--- src/rtl/fetch_pc_unit_pkg.sv ---
// Shared definitions for the fetch PC unit: next-PC select encoding,
// fetch FSM state encoding and the default reset PC.
package fetch_pc_unit_pkg;

  localparam logic [31:0] RESET_PC_DEFAULT = 32'h0040_0000;

  localparam logic [1:0] NPC_SEL_SEQ  = 2'b00;
  localparam logic [1:0] NPC_SEL_OFFS = 2'b01;
  localparam logic [1:0] NPC_SEL_J    = 2'b10;

  typedef enum logic [1:0] {
    S_REQ  = 2'd0,
    S_WAIT = 2'd1,
    S_HOLD = 2'd2,
    S_DROP = 2'd3
  } fetch_state_e;

  // Only the branch-offset and jump encodings move the PC; 00 and 11 are no-ops.
  function automatic logic npc_sel_redirects(input logic [1:0] sel);
    return (sel == NPC_SEL_OFFS) || (sel == NPC_SEL_J);
  endfunction

endpackage

--- src/rtl/fetch_pc_unit.sv ---
// Architectural PC owner: issues one instruction-memory fetch at a time,
// holds the fetched word for decode, and applies execute redirects.
module fetch_pc_unit
  import fetch_pc_unit_pkg::*;
#(
  parameter int              XLEN     = 32,
  parameter logic [XLEN-1:0] RESET_PC = XLEN'(RESET_PC_DEFAULT)
) (
  input  logic            clk,
  input  logic            rstn,
  input  logic            redirect_valid,
  input  logic [1:0]      npc_sel,
  input  logic [XLEN-1:0] pc_offs,
  input  logic [XLEN-1:0] pc_j,
  output logic            imem_req_valid,
  input  logic            imem_req_ready,
  output logic [XLEN-1:0] imem_req_addr,
  input  logic            imem_resp_valid,
  input  logic [XLEN-1:0] imem_resp_data,
  output logic            if_valid,
  input  logic            if_ready,
  output logic [XLEN-1:0] if_pc,
  output logic [XLEN-1:0] if_inst
);

  fetch_state_e    state_q, state_d;
  logic [XLEN-1:0] pc_q, pc_d;
  logic            if_valid_q, if_valid_d;
  logic [XLEN-1:0] if_pc_q, if_pc_d;
  logic [XLEN-1:0] if_inst_q, if_inst_d;

  logic            redirect;
  logic [XLEN-1:0] target_raw;
  logic [XLEN-1:0] target;
  logic            req_hs;

  assign redirect = redirect_valid && npc_sel_redirects(npc_sel);

  always_comb begin
    target_raw = pc_j;
    if (npc_sel == NPC_SEL_OFFS) target_raw = pc_offs;
  end

  // Fetch addresses are word aligned regardless of what execute supplies.
  assign target = target_raw & ~XLEN'(3);

  assign imem_req_valid = rstn && (state_q == S_REQ);
  assign imem_req_addr  = pc_q;
  assign req_hs         = imem_req_valid && imem_req_ready;

  always_comb begin
    // NOTE: every signal assigned here gets a default first, so no path can infer a latch.
    state_d    = state_q;
    pc_d       = pc_q;
    if_valid_d = if_valid_q;
    if_pc_d    = if_pc_q;
    if_inst_d  = if_inst_q;

    unique case (state_q)
      S_REQ: begin
        if (redirect) pc_d = target;
        if (req_hs) state_d = redirect ? S_DROP : S_WAIT;
      end
      S_WAIT: begin
        if (redirect) begin
          pc_d    = target;
          state_d = imem_resp_valid ? S_REQ : S_DROP;
        end else if (imem_resp_valid) begin
          if_inst_d  = imem_resp_data;
          if_pc_d    = pc_q;
          if_valid_d = 1'b1;
          pc_d       = pc_q + XLEN'(4);
          state_d    = S_HOLD;
        end
      end
      S_DROP: begin
        // The squashed response is swallowed here; the newest redirect wins.
        if (redirect) pc_d = target;
        if (imem_resp_valid) state_d = S_REQ;
      end
      S_HOLD: begin
        if (redirect) begin
          if_valid_d = 1'b0;
          pc_d       = target;
          state_d    = S_REQ;
        end else if (if_ready) begin
          if_valid_d = 1'b0;
          state_d    = S_REQ;
        end
      end
      default: state_d = S_REQ;
    endcase
  end

  always_ff @(posedge clk) begin
    // NOTE: sequential state uses non-blocking assignments so all flops update together.
    if (!rstn) begin
      state_q    <= S_REQ;
      pc_q       <= RESET_PC;
      if_valid_q <= 1'b0;
      if_pc_q    <= '0;
      if_inst_q  <= '0;
    end else begin
      state_q    <= state_d;
      pc_q       <= pc_d;
      if_valid_q <= if_valid_d;
      if_pc_q    <= if_pc_d;
      if_inst_q  <= if_inst_d;
    end
  end

  assign if_valid = if_valid_q;
  assign if_pc    = if_pc_q;
  assign if_inst  = if_inst_q;

endmodule

--- config.mk ---
export PLATFORM = sky130hd
export DESIGN_NAME = fetch_pc_unit
export DESIGN_NICKNAME = d
export VERILOG_FILES = /design/src/rtl/fetch_pc_unit_pkg.sv /design/src/rtl/fetch_pc_unit.sv
export SDC_FILE = /design/constraint.sdc
export NUM_CORES = 1
export LEC_CHECK = 0
export ABC_AREA = 0
export BUFFER_PORTS_ARGS = -buffer_cell sky130_fd_sc_hd__buf_2
export CAP_MARGIN = 25
export CORE_MARGIN = 8
export CORE_UTILIZATION = 45
export CTS_CLUSTER_SIZE = 10
export DETAILED_ROUTE_END_ITERATION = 7
export PLACE_DENSITY = 0.73
export SLEW_MARGIN = 10
export SYNTH_ARGS = -nofsm -noshare
export SYNTH_HDL_FRONTEND = slang
export SYNTH_SLANG_ARGS = --single-unit
--- constraint.sdc ---
create_clock -name clk -period 2.89 [get_ports clk]
set_input_delay 0.7225 -clock clk [delete_from_list [all_inputs] [get_ports clk]]
set_output_delay 0.7225 -clock clk [all_outputs]
set_load 0.05 [all_outputs]
* Word-level counts from Yosys, hierarchy flattened *
Cells that the tools add are included.

operators by class
  equality and inequality tests = 12
  $lt $le $gt $ge = 0
  divide/modulo/power cells = 0
  reductions and logical operators = 11
  multiply operators = 0
  add/subtract/negate cells = 1
  multiplexer cells = 19
  bitwise operators = 1
  shifts and indexed selects = 0

operator list
  kind                     count
  $mux W32                 4
  $pmux W32 S2             1
  $add A32 B3 Y32 const B  1
  $mux W2                  8
  $ne A2 B2 Y1 const B     4
  $pmux W2 S4              1
  $reduce_and A4 Y1        2
  $eq A2 B2 Y1 const B     3
  $ne A3 B3 Y1 const B     2
  $eq A2 B1 Y1 const B     2
  $mux W1                  4
  $logic_and A1 B1 Y1      3
  $reduce_and A3 Y1        1
  $reduce_or A3 Y1         1
  $logic_not A2 Y1         1
  $ne A2 B1 Y1 const B     1
  $pmux W1 S2              1
  $reduce_and A2 Y1        1
  $reduce_bool A2 Y1       1
  $logic_or A1 B1 Y1       1
  $not A1 Y1               1

word-level totals
  memory bits (read-only) = 0
  logic and storage cells = 49
  RAM bits = 0
  memories kept = 0
  flip-flop bits (word level) = 99
  output and inout bits = 98
  latch bits = 0

* Depth between registers and ports, before layout *
  depth in word-level cells = 6
  mapped depth = 10
  depth with buffers taken out = 7

* Worst setup path before layout *
No wires, ideal clock.

  kind = input-to-output
  start = input rstn
  end = output imem_req_valid
  arrival = 1685 ps
  stages on the path = 3
  path slack = 482 ps
  data required time = 2168 ps
  path through = clkbuf_1 -> clkbuf_1 -> and2_1

between the ends
  word-level cells in the longest chain between the ends = 1

RTL lines
  element              line                 text
  start, declared      fetch_pc_unit.sv:10  input logic rstn,
  $logic_and A1 B1 Y1  fetch_pc_unit.sv:47  assign imem_req_valid = rstn && (state_q == S_REQ);
  end, declared        fetch_pc_unit.sv:15  output logic imem_req_valid,

Every way passes these cells.

* Worst setup path in the final report *
  start = input npc_sel[1]
  end = register if_pc_q[25] (netlist: if_pc[25])

between the ends
  word-level cells in the longest chain between the ends = 5
  elaborated cells between the ends (all ways) = 6
  classes of those cells = eq/ne: 2; bitwise: 1; reduce/logical: 3

RTL lines
  element                                       line                     text
  start, declared                               fetch_pc_unit.sv:12      input logic [1:0] npc_sel,
  $eq A2 B1 Y1 or $eq A2 B2 Y1 (tied branches)  fetch_pc_unit_pkg.sv:20  return (sel == NPC_SEL_OFFS) || (sel == NPC_SEL_J);
  $logic_or A1 B1 Y1 (*)                        fetch_pc_unit_pkg.sv:20
  $logic_and A1 B1 Y1 (*)                       fetch_pc_unit.sv:37      assign redirect = redirect_valid && npc_sel_redirects(npc_sel);
  $not A1 Y1 (no source line) (*)               -
  $reduce_and A3 Y1 (no source line) (*)        -
  end signal, assigned                          fetch_pc_unit.sv:107     if_pc_q <= if_pc_d;
  end, declared                                 fetch_pc_unit.sv:29      logic [XLEN-1:0] if_pc_q, if_pc_d;

Every way passes the cells marked *; elsewhere a longest branch is shown, timed or not.
A chain may end at the register's enable or synchronous reset.

==> impl_metrics.json <==
{
  "status": "finished, final reports clean",
  "synthSimpleGateAreaFrac_pct": 25.7,
  "grt-ovfl-total": 0,
  "fmax_mhz": 424,
  "drc": 0,
  "end_kind": "flip-flop",
  "timing_hold_violations_final": 0,
  "cp_max_fo": 26,
  "maxSlewViolCount": 0,
  "cp_data_arrival_time_ps": 2610,
  "ys_warn_count": 0,
  "vdd_drop_max_v": 0.000268,
  "clockRootBuffer": "clkbuf_8",
  "syn_area_mm2": 0.00485,
  "hold_buffers": 0,
  "timing.setup.tns_ps": 0,
  "yosys.area_share.xor_xnor_pct": 0.723,
  "synthTopCellsByArea": "dfxtp_1 (39%), nand2_1 (12%), a21boi_0 (11%)",
  "io_pins": 202,
  "intPower_mw": 1.93,
  "grt_pass1_vias": 4874,
  "clk_path_buf_depth": 2,
  "postRouteAntennaNets": 0,
  "synth-edff-count": 0,
  "pwr-share-comb_pct": 22.1,
  "p_switching_mw": 0.962,
  "fin_skew_ps": 12.1,
  "fin_area_mm2": 0.00611,
  "clkPwrFrac_pct": 28.2,
  "holdWs_ps": 464,
  "yosysSeqAreaShare_pct": 39.2,
  "die_y_um": 120,
  "drt_iter0_drc": 376,
  "yosysMostFrequentCell": "nand2_1",
  "port_buffers": 193,
  "vias_per_cell": 5.33,
  "total_power_mw": 2.89,
  "async_flop_share_pct": 0,
  "nFillCells": 1021,
  "drt_first_pass_iters": 5,
  "dp_hpwl_um": 11200,
  "seqPwrFrac_pct": 49.7,
  "initial_core_util_pct": 45.3,
  "required_ps": 3140,
  "clk_latency_ps": 360,
  "synth-adder-area-share_pct": 0.516,
  "cts_max_level": 3,
  "drive_above_1_share_pct": 31.7,
  "gp_routability_congestion": 0.884,
  "diodes": 0,
  "cts.clk_slew.worst_paths_ps": 90,
  "row_count": 38,
  "synth_top_family_by_area": "simple AND/OR/NAND/NOR gates",
  "holdCritPathClass": "reg2reg",
  "relSlewSlack_pct": 55.4,
  "synth.area.mux_share_pct": 7.15,
  "antenna_found_initial": 0,
  "ys.flop_type": "dfxtp_1",
  "yosysTopAreaCell": "dfxtp_1",
  "ys_seq_elements": 95,
  "vias": 4877,
  "routedWlPerCell_um": 16.3,
  "p_leak_nw": 2.62,
  "finalCriticalPeriod_ps": 2360,
  "setup_viol": 0,
  "critical_path_class": "in2reg",
  "start_kind": "input port",
  "yosys.cell_types.count": 63,
  "synth_compound_area_share_pct": 21.6,
  "fp.dieW_um": 120,
  "cts.sinks": 95,
  "areaGrowthSynthToFinish_pct": 26.0,
  "fp.coreArea_mm2": 0.0107,
  "synth_top_area_share_pct": 39.2,
  "finalCritPeriodShare_pct": 81.7,
  "worst_pin_slew_ps": 668,
  "dieArea_mm2": 0.0143,
  "rsz0062_at_grt": "no",
  "grt_usage_pct": 20.6,
  "grt_max_degree": 75,
  "final_nets": 876,
  "cts_tree": "done",
  "max_cap_violations": 0,
  "numCtsBuffers": 9,
  "place_area_mm2": 0.00593,
  "netlist_top_cells_count": "nand2_1 (153), dfxtp_1 (95), a21boi_0 (70)",
  "syn_area_per_cell_um2": 8.19,
  "wirelength_um": 14900,
  "synth_cells": 592,
  "p_sw_share_pct": 33.2,
  "cts_resized": 0,
  "post_cts_buffers": 0,
  "p_per_area_mw_per_mm2": 474,
  "grt_pass1_wl_um": 24400
}
[sequential cells by signal (all words and copies together) (netlist names)]
signal / count
if_inst: 32
if_pc: 30
if_valid: 1
imem_req_addr: 30
state_q: 2
[through the flow]
stage	setup slack [ps]	cells	util, %
finish	530	915	57.1
global route	394	915	57.1
CTS	559	915	57.1
detailed placement	240	899	55.4
global placement	343	899	55.4
floorplan	482	595	-
[per-layer routing]
metal	vias to the layer above	global-route usage, %	share of wire, %
li1	2413	-	-
met1	2250	24.9	41
met3	16	6.39	8.7
met2	198	34.4	48
met5	-	0	0
met4	0	6.09	1.5
[path summary, 6_finish.rpt]
kind,start,end,slack (ps),cells past startpoint
worst max register to register,imem_req_addr[3]$_SDFFE_PN0P_,imem_req_addr[20]$_SDFFE_PN0P_,670,6
worst min register to register,if_pc[29]$_SDFFE_PN0P_,if_pc[29]$_SDFFE_PN0P_,460,2
worst min-delay path,if_pc[29]$_SDFFE_PN0P_,if_pc[29]$_SDFFE_PN0P_,460,2
worst max-delay path,npc_sel[1],if_pc[25]$_SDFFE_PN0P_,530,10
[final cells by class]
class | instances | area [µm²] | share of cell area [%]
multi-input combinational | 451 | 2730 | 44.7
sequential | 95 | 1900 | 31.1
timing repair buffer | 209 | 1110 | 18.2
tap | 140 | 175 | 2.87
clock buffer | 13 | 159 | 2.60
clock inverter | 3 | 17.5 | 0.287
inverter | 4 | 15.0 | 0.246
[layout by cell type (no fill, tap or decap), types with 3 or more instances in the layout]
cell	instances
a21boi_0	70
a21oi_1	17
a31oi_1	5
a41oi_1	3
and3_1	3
buf_2	193
buf_4	14
clkbuf_8	11
conb_1	4
dfxtp_1	95
inv_1	4
mux2_2	5
mux2i_1	29
nand2_1	152
nand2b_1	3
nand3_1	14
nand4_1	10
nor2_1	29
nor2b_1	7
nor3_1	12
nor3b_1	5
nor4_1	3
o21a_1	5
o21ai_0	19
o22ai_1	3
o2bb2ai_1	5
o311a_1	3
[worst max-delay path, stage by stage]
cell      delay [ps]
buf_2            100
inv_1             50
ha_2             270
nor2b_1          110
buf_4            230
nor2_1           100
nand2_2          340
buf_4            360
nand2_1           80
a21boi_0         250
[cell families (layout without fill, tap and decap cells)]
logic type      after synthesis  in the layout
simple gates                260            260
compound gates              147            147
flops                        95             95
buf+inv                      49            229
mux                          34             34
xor+xnor                      4              4
fa+ha+maj                     2              2
other cells                   1              4
[power groups by stage]
stage	combinational (mW)	clock, mW	sequential, mW
floorplan	0.277	0	1.62
global placement	0.628	0	1.46
detailed placement	0.640	0	1.47
CTS	0.642	0.845	1.44
global route	0.690	0.900	1.45
finish	0.639	0.818	1.44
Power figures use the tool's default switching activity.
